`src/rtl/fpu_dispatch_pkg.sv`:
```
// Shared definitions for the FPU arithmetic dispatch stage: op codes, flag/cc bit
// positions and the dispatch FSM encoding.
package fpu_dispatch_pkg;

  localparam logic [3:0] OP_ADD      = 4'd0;
  localparam logic [3:0] OP_SUB      = 4'd1;
  localparam logic [3:0] OP_MUL      = 4'd2;
  localparam logic [3:0] OP_DIV      = 4'd3;
  localparam logic [3:0] OP_I16_TO_F = 4'd4;
  localparam logic [3:0] OP_I32_TO_F = 4'd5;
  localparam logic [3:0] OP_F_TO_I16 = 4'd6;
  localparam logic [3:0] OP_F_TO_I32 = 4'd7;
  localparam logic [3:0] OP_F32_TO_F = 4'd8;
  localparam logic [3:0] OP_F64_TO_F = 4'd9;
  localparam logic [3:0] OP_F_TO_F32 = 4'd10;
  localparam logic [3:0] OP_F_TO_F64 = 4'd11;
  localparam logic [3:0] OP_SQRT     = 4'd12;
  localparam logic [3:0] OP_SIN      = 4'd13;
  localparam logic [3:0] OP_COS      = 4'd14;
  localparam logic [3:0] OP_SINCOS   = 4'd15;

  localparam int FLG_INVALID     = 0;
  localparam int FLG_DENORMAL    = 1;
  localparam int FLG_ZERO_DIVIDE = 2;
  localparam int FLG_OVERFLOW    = 3;
  localparam int FLG_UNDERFLOW   = 4;
  localparam int FLG_INEXACT     = 5;

  localparam int CC_LESS      = 0;
  localparam int CC_EQUAL     = 1;
  localparam int CC_GREATER   = 2;
  localparam int CC_UNORDERED = 3;

  typedef enum logic [1:0] {
    ST_IDLE  = 2'd0,
    ST_ISSUE = 2'd1,
    ST_WAIT  = 2'd2,
    ST_RESP  = 2'd3
  } state_e;

  function automatic logic [31:0] sext16(input logic [15:0] v);
    return {{16{v[15]}}, v};
  endfunction

endpackage

```
`src/rtl/fpu_dispatch_watchdog.sv`:
```
// Cycle counter for an in-flight FPU op; expire_o pulses on the last allowed
// cycle while run_i is high. Instantiated only when FPU_DISPATCH_TIMEOUT_EN is set.
module fpu_dispatch_watchdog #(
  parameter int LIMIT = 1024
) (
  input  logic clk,
  input  logic rst,
  input  logic start_i,
  input  logic run_i,
  output logic expire_o
);

  localparam int CW = (LIMIT > 1) ? $clog2(LIMIT) : 1;

  logic [CW-1:0] cnt_q;

  always_ff @(posedge clk or posedge rst) begin
    if (rst) begin
      cnt_q <= '0;
    end else if (start_i) begin
      cnt_q <= '0;
    end else if (run_i) begin
      cnt_q <= cnt_q + 1'b1;
    end
  end

  assign expire_o = run_i && (cnt_q == CW'(LIMIT - 1));

endmodule

```
`src/rtl/fpu_arith_dispatch.sv`:
```
// Issue stage in front of the FPU arithmetic unit: one op in flight, response
// buffered until taken, sticky exception status. Optional watchdog: FPU_DISPATCH_TIMEOUT_EN.
module fpu_arith_dispatch
  import fpu_dispatch_pkg::*;
#(
  parameter int TIMEOUT_CYCLES = 1024
) (
  input  logic        clk,
  input  logic        reset,
  input  logic        req_valid,
  output logic        req_ready,
  input  logic [3:0]  req_op,
  input  logic [1:0]  req_rmode,
  input  logic [79:0] req_a,
  input  logic [79:0] req_b,
  input  logic [31:0] req_int,
  input  logic [63:0] req_fpn,
  output logic [3:0]  au_operation,
  output logic        au_enable,
  output logic [1:0]  au_rmode,
  output logic [79:0] au_a,
  output logic [79:0] au_b,
  output logic [15:0] au_int16,
  output logic [31:0] au_int32,
  output logic [31:0] au_fp32,
  output logic [63:0] au_fp64,
  input  logic [79:0] au_result,
  input  logic [15:0] au_int16_out,
  input  logic [31:0] au_int32_out,
  input  logic [31:0] au_fp32_out,
  input  logic [63:0] au_fp64_out,
  input  logic        au_done,
  input  logic [3:0]  au_cc,
  input  logic [5:0]  au_flags,
  output logic        rsp_valid,
  input  logic        rsp_ready,
  output logic [79:0] rsp_result,
  output logic [31:0] rsp_int,
  output logic [63:0] rsp_fpn,
  output logic [3:0]  rsp_cc,
  output logic [5:0]  rsp_flags,
  output logic        rsp_timeout,
  output logic [5:0]  status_flags,
  input  logic        clear_flags,
  output logic        busy,
  output logic [1:0]  dbg_state
);

  // Handshakes: a transfer happens on a rising edge where valid and ready are
  // both high; valid never waits on ready and the payload holds while valid is up.

  localparam logic [5:0] TIMEOUT_FLAGS = 6'(1 << FLG_INVALID);

  state_e state_q, state_d;

  logic [3:0]  op_q;
  logic [1:0]  rmode_q;
  logic [79:0] a_q, b_q;
  logic [31:0] int_q;
  logic [63:0] fpn_q;

  logic [79:0] res_q;
  logic [31:0] rint_q;
  logic [63:0] rfpn_q;
  logic [3:0]  cc_q;
  logic [5:0]  flags_q;
  logic [5:0]  status_q, status_d;

  logic accept, active, expire, capture_done, capture_to;

  assign accept       = (state_q == ST_IDLE) && req_valid;
  assign active       = (state_q == ST_ISSUE) || (state_q == ST_WAIT);
  assign capture_done = active && au_done;
  assign capture_to   = active && !au_done && expire;

`ifdef FPU_DISPATCH_TIMEOUT_EN
  logic tout_q;

  fpu_dispatch_watchdog #(.LIMIT(TIMEOUT_CYCLES)) u_watchdog (
    .clk      (clk),
    .rst      (reset),
    .start_i  (accept),
    .run_i    (active),
    .expire_o (expire)
  );

  always_ff @(posedge clk or posedge reset) begin
    if (reset) begin
      tout_q <= 1'b0;
    end else if (capture_done) begin
      tout_q <= 1'b0;
    end else if (capture_to) begin
      tout_q <= 1'b1;
    end
  end

  assign rsp_timeout = tout_q;
`else
  logic unused_timeout_cfg;
  assign unused_timeout_cfg = (TIMEOUT_CYCLES != 0);
  assign expire      = 1'b0;
  assign rsp_timeout = 1'b0;
`endif

  always_comb begin
    state_d = state_q;
    case (state_q)
      ST_IDLE:  if (req_valid) state_d = ST_ISSUE;
      ST_ISSUE: state_d = (au_done || expire) ? ST_RESP : ST_WAIT;
      ST_WAIT:  if (au_done || expire) state_d = ST_RESP;
      ST_RESP:  if (rsp_ready) state_d = ST_IDLE;
      default:  state_d = ST_IDLE;
    endcase
  end

  // Clear first, then OR in the capture so a simultaneous new op survives the clear.
  always_comb begin
    status_d = clear_flags ? 6'b0 : status_q;
    if (capture_done) begin
      status_d = status_d | au_flags;
    end else if (capture_to) begin
      status_d = status_d | TIMEOUT_FLAGS;
    end
  end

  always_ff @(posedge clk or posedge reset) begin
    if (reset) begin
      state_q  <= ST_IDLE;
      status_q <= 6'b0;
    end else begin
      state_q  <= state_d;
      status_q <= status_d;
    end
  end

  always_ff @(posedge clk or posedge reset) begin
    if (reset) begin
      op_q    <= '0;
      rmode_q <= '0;
      a_q     <= '0;
      b_q     <= '0;
      int_q   <= '0;
      fpn_q   <= '0;
    end else if (accept) begin
      op_q    <= req_op;
      rmode_q <= req_rmode;
      a_q     <= req_a;
      b_q     <= req_b;
      int_q   <= req_int;
      fpn_q   <= req_fpn;
    end
  end

  // SINCOS secondary output is not captured here; only the primary result path.
  always_ff @(posedge clk or posedge reset) begin
    if (reset) begin
      res_q   <= '0;
      rint_q  <= '0;
      rfpn_q  <= '0;
      cc_q    <= '0;
      flags_q <= '0;
    end else if (capture_done) begin
      res_q   <= au_result;
      rint_q  <= (op_q == OP_F_TO_I16) ? sext16(au_int16_out) : au_int32_out;
      rfpn_q  <= (op_q == OP_F_TO_F32) ? {32'b0, au_fp32_out} : au_fp64_out;
      cc_q    <= au_cc;
      flags_q <= au_flags;
    end else if (capture_to) begin
      res_q   <= '0;
      rint_q  <= '0;
      rfpn_q  <= '0;
      cc_q    <= '0;
      flags_q <= TIMEOUT_FLAGS;
    end
  end

  assign req_ready    = (state_q == ST_IDLE);
  assign au_enable    = (state_q == ST_ISSUE);
  assign rsp_valid    = (state_q == ST_RESP);
  assign busy         = (state_q != ST_IDLE);
  assign dbg_state    = state_q;

  assign au_operation = op_q;
  assign au_rmode     = rmode_q;
  assign au_a         = a_q;
  assign au_b         = b_q;
  assign au_int16     = int_q[15:0];
  assign au_int32     = int_q;
  assign au_fp32      = fpn_q[31:0];
  assign au_fp64      = fpn_q;

  assign rsp_result   = res_q;
  assign rsp_int      = rint_q;
  assign rsp_fpn      = rfpn_q;
  assign rsp_cc       = cc_q;
  assign rsp_flags    = flags_q;
  assign status_flags = status_q;

endmodule

```
`config.mk`:
```
export PLATFORM = sky130hd
export DESIGN_NAME = fpu_arith_dispatch
export DESIGN_NICKNAME = d
export VERILOG_FILES = /design/src/rtl/fpu_dispatch_pkg.sv /design/src/rtl/fpu_dispatch_watchdog.sv /design/src/rtl/fpu_arith_dispatch.sv
export SDC_FILE = /design/constraint.sdc
export NUM_CORES = 1
export LEC_CHECK = 0
export CAP_MARGIN = 20
export CORE_AREA = 2 2 389 391
export DETAILED_ROUTE_END_ITERATION = 8
export DIE_AREA = 0 0 391 393
export SETUP_SLACK_MARGIN = 0.3
export SKIP_LAST_GASP = 1
export SLEW_MARGIN = 20
export SYNTH_ARGS = -nofsm -noshare
export SYNTH_HDL_FRONTEND = slang
export SYNTH_SLANG_ARGS = --single-unit
```
`constraint.sdc`:
```
create_clock -name clk -period 23.4 [get_ports clk]
set_input_delay 4.68 -clock clk [delete_from_list [all_inputs] [get_ports clk]]
set_output_delay 4.68 -clock clk [all_outputs]
set_load 0.005 [all_outputs]
```
==> key figures <==
Cells and area
  • Area of the multi-input gates: 5700 um^2
  • Commonest non-fill, non-tap cell in the layout: clkdlybuf4s50_1
  • Area grow syn2layout: 75.9%
  • Share of cells above drive strength 1: under 10%
  • Post-Layout Cell Count: 4414
  • Final Util: around a fifth
  • Nets: 2917
  • Flip-flop and latch area: ~11000 um^2
  • Most frequent cells in the layout: clkdlybuf4s50_1, dfrtp_1, nand2_1
  • Number of fill cells: 16200

Place
  • GPL Wtd Cong: 0.910
  • IO Port Bufs: about 1000
  • Dpl cells: 4296
  • HPWL Detailed: 85800 um

Timing
  • Tightest Pin Transition: 1.08 ns
  • Slew margin rel.: 28.2%
  • Worst Skew: 0.0317 ns
  • Fmax: 124 MHz
  • Total Neg Setup Slack: 0 ns
  • Min Clock Period, post-route: 8.08 ns
  • Endpoints failing hold: 0
  • Slew Limit Fails: 0
  • Hold slack: 0.472 ns
  • Final Setup Violations: 0
  • Fin crit share: between 30 and 40%
  • RSZ-0062 raised after global routing: false

Drt
  • # DRC: 0
  • Vias post-DR: 15200
  • Drt via density: 3.44
  • DR pass1 iterations: 5
  • DRT antenna net count: 0
  • WL/cell: roughly 23 um
  • Wirelength, routed: about 100000 um
  • First DRT Iteration DRCs: 639

Clocking
  • Clock slew at reported path FFs: 0.06 ns
  • CTS root buffer: clkbuf_16
  • Clk buf depth: 3
  • CTS tree: built
  • Post-CTS Setup Inserts: 0
  • CTS Buf Count: 56
  • Count of clock tree sinks: 456
  • H-Tree Depth: 2
  • Clock latency at the later pin of the worst-skew pair: ~0.66 ns
  • Hold-fix buffers, CTS: 0
  • Post_cts resized: 0

Logic synthesis
  • Yosys cell types: 31
  • Total of warnings raised by yosys: 0
  • Yosys reg bits: 456
  • Synthesized net count: just under 2000
  • Most used DFF post-synth: dfrtp_1
  • Post-synth EDFFs: 0
  • Fraction of registers with async set or reset after synthesis: 100%
  • Top cell type's share of synthesized area: 63.2%
  • Seq/Total Area, Yosys: 63.2%
  • Top cell type by total area after synthesis: dfrtp_1
  • Synth area leaders: dfrtp_1, mux2_1, nand2_1, mux2_2, buf_4
  • Syn Inst Count: 1459
  • Syn Std Cell Area: 18100 um^2
  • Synth Area per Inst: ~12 um^2

Power
  • Clk pwr share: 21.3%
  • Power Total: 4260 uW
  • PwrDens: 134 nW/um^2
  • Maximum VDD drop: 0.0609 mV
  • Leakage: ~0.013 uW
  • Switching pwr: 1450 uW
  • Switch share: 34.0%
  • Reg power frac: 34.0%
  • Combinational share of power: between 40% and 50%
  • P_int: between 2000 and 3000 uW

Floorplan
  • Die area: 154000 um^2
  • Initial Util: 12.1%
  • Die Span Y: 393 um
  • I/O pins: 1011
  • Core box area: roughly 150000 um^2
  • Die width: 391 um
  • FP Rows: 142

Critical path
  • Worst setup SP type: input port
  • Reg-to-reg endpoint: au_a[21]
  • Crit-path max FO: 81
  • FF-to-FF path depth: 7
  • Worst path arrival time: 8.60 ns
  • Critical Path RT: 23.92 ns
  • R2R Setup Slk: 19.04 ns
  • RR Startpoint: dbg_state[0]
  • Kind of critical path: input port to flop
  • Critical path capture point type: flop

GRT
  • First-pass GRT wire length: between 100000 and 150000 um
  • Antenna violations before repair: roughly 110
  • Vias in the first global route: between 15000 and 20000
  • Maximum number of pins on one net before global-route repair: 85
  • Gr usage total: 12.9%
  • GRT overflow: 0

Min path
  • Hold_sp: rsp_cc[1]
  • Worst Hold Depth: 2
  • Hold Path Class: flop to flop
  • Worst hold endpoint: rsp_cc[1]

Flow run
  • Max Cap Viol: 0

Status
  • Status: completed
worst max-delay path by stage:
stage | start | end | slack (ns)
floorplan | reset | au_a[0] | 6.01
detailed placement | req_valid | au_a[21] | 14.57
CTS | req_valid | au_a[21] | 15.29
global route | req_valid | au_b[37] | 15.11
finish | req_valid | au_a[21] | 15.32
global placement | req_valid | au_a[15] | 14.59
synthesized netlist by cell type, types with 3 or more instances:
cell type	count
mux2_2	83
a31oi_1	15
ha_1	4
clkbuf_2	3
clkbuf_1	22
nand2_1	415
nand3_1	34
buf_6	21
buf_2	27
dfrtp_1	456
buf_4	54
o21ai_1	28
inv_1	10
mux2_1	180
nor2_1	16
o21ai_0	42
mux2i_1	32
power groups by stage:
stage | sequential [uW] | clock (uW) | combinational [uW]
after floorplan | 1440 | 0 | 669
after global placement | 1450 | 0 | 1940
after detailed placement | 1460 | 0 | 1950
after CTS | 1450 | 944 | 1960
after global routing | 1500 | 974 | 2060
final | 1450 | 907 | 1900
per-layer routing:
layer | vias up | routed length [um] | GRT usage, %
li1 | 6725 | - | -
met1 | 7430 | 40100 | 15.0
met2 | 673 | 46500 | 20.1
met3 | 241 | 13800 | 7.64
met4 | 106 | 2530 | 3.24
met5 | - | 669 | 0
cell families (layout without fill, tap and decap cells):
group                    Yosys count  in the layout  synth area share [%]
flip-flops                       456            456                  63.2
AO/OA/AOI/OAI                     88             88                  2.61
multiplexers                     295            295                  18.2
other                              1             15                0.0208
adder cells (fa/ha/maj)            4              4                 0.277
AND/OR/NAND/NOR                  473            473                  10.3
buffers and inverters            142           1139                  5.40
through the flow:
step	instance area [um^2]	setup WS (ns)
finish	31800	15.32
global placement	29800	14.59
floorplan	18100	6.01
global route	31700	15.11
CTS	31700	15.29
detailed placement	29800	14.57
state kept, by name (all words and copies together), names as in the netlist:
register and count:
rsp_int 32, dbg_state 2, rsp_flags 6, rsp_result 80, au_operation 4, au_a 80
au_int32 32, rsp_fpn 64, au_rmode 2, status_flags 6, au_fp64 64, au_b 80
rsp_cc 4
area by class of cell:
type / instances / share of cell area [%]
Tap cell: 1944 / 7.66
Sequential cell: 456 / 35.9
Clock buffer: 84 / 5.22
Timing Repair Buffer: 1026 / 32.3
Inverter: 10 / 0.142
Antenna cell: 14 / 0.110
Multi-Input combinational cell: 861 / 17.9
Clock inverter: 19 / 0.717
critical path, cell delays in order:
cell             delay (ns)
clkdlybuf4s50_1        0.51
nand2_8                0.44
buf_4                  0.77
buf_4                  0.65
buf_4                  0.92
mux2_1                 0.40
(Power assumes the default switching activity.)
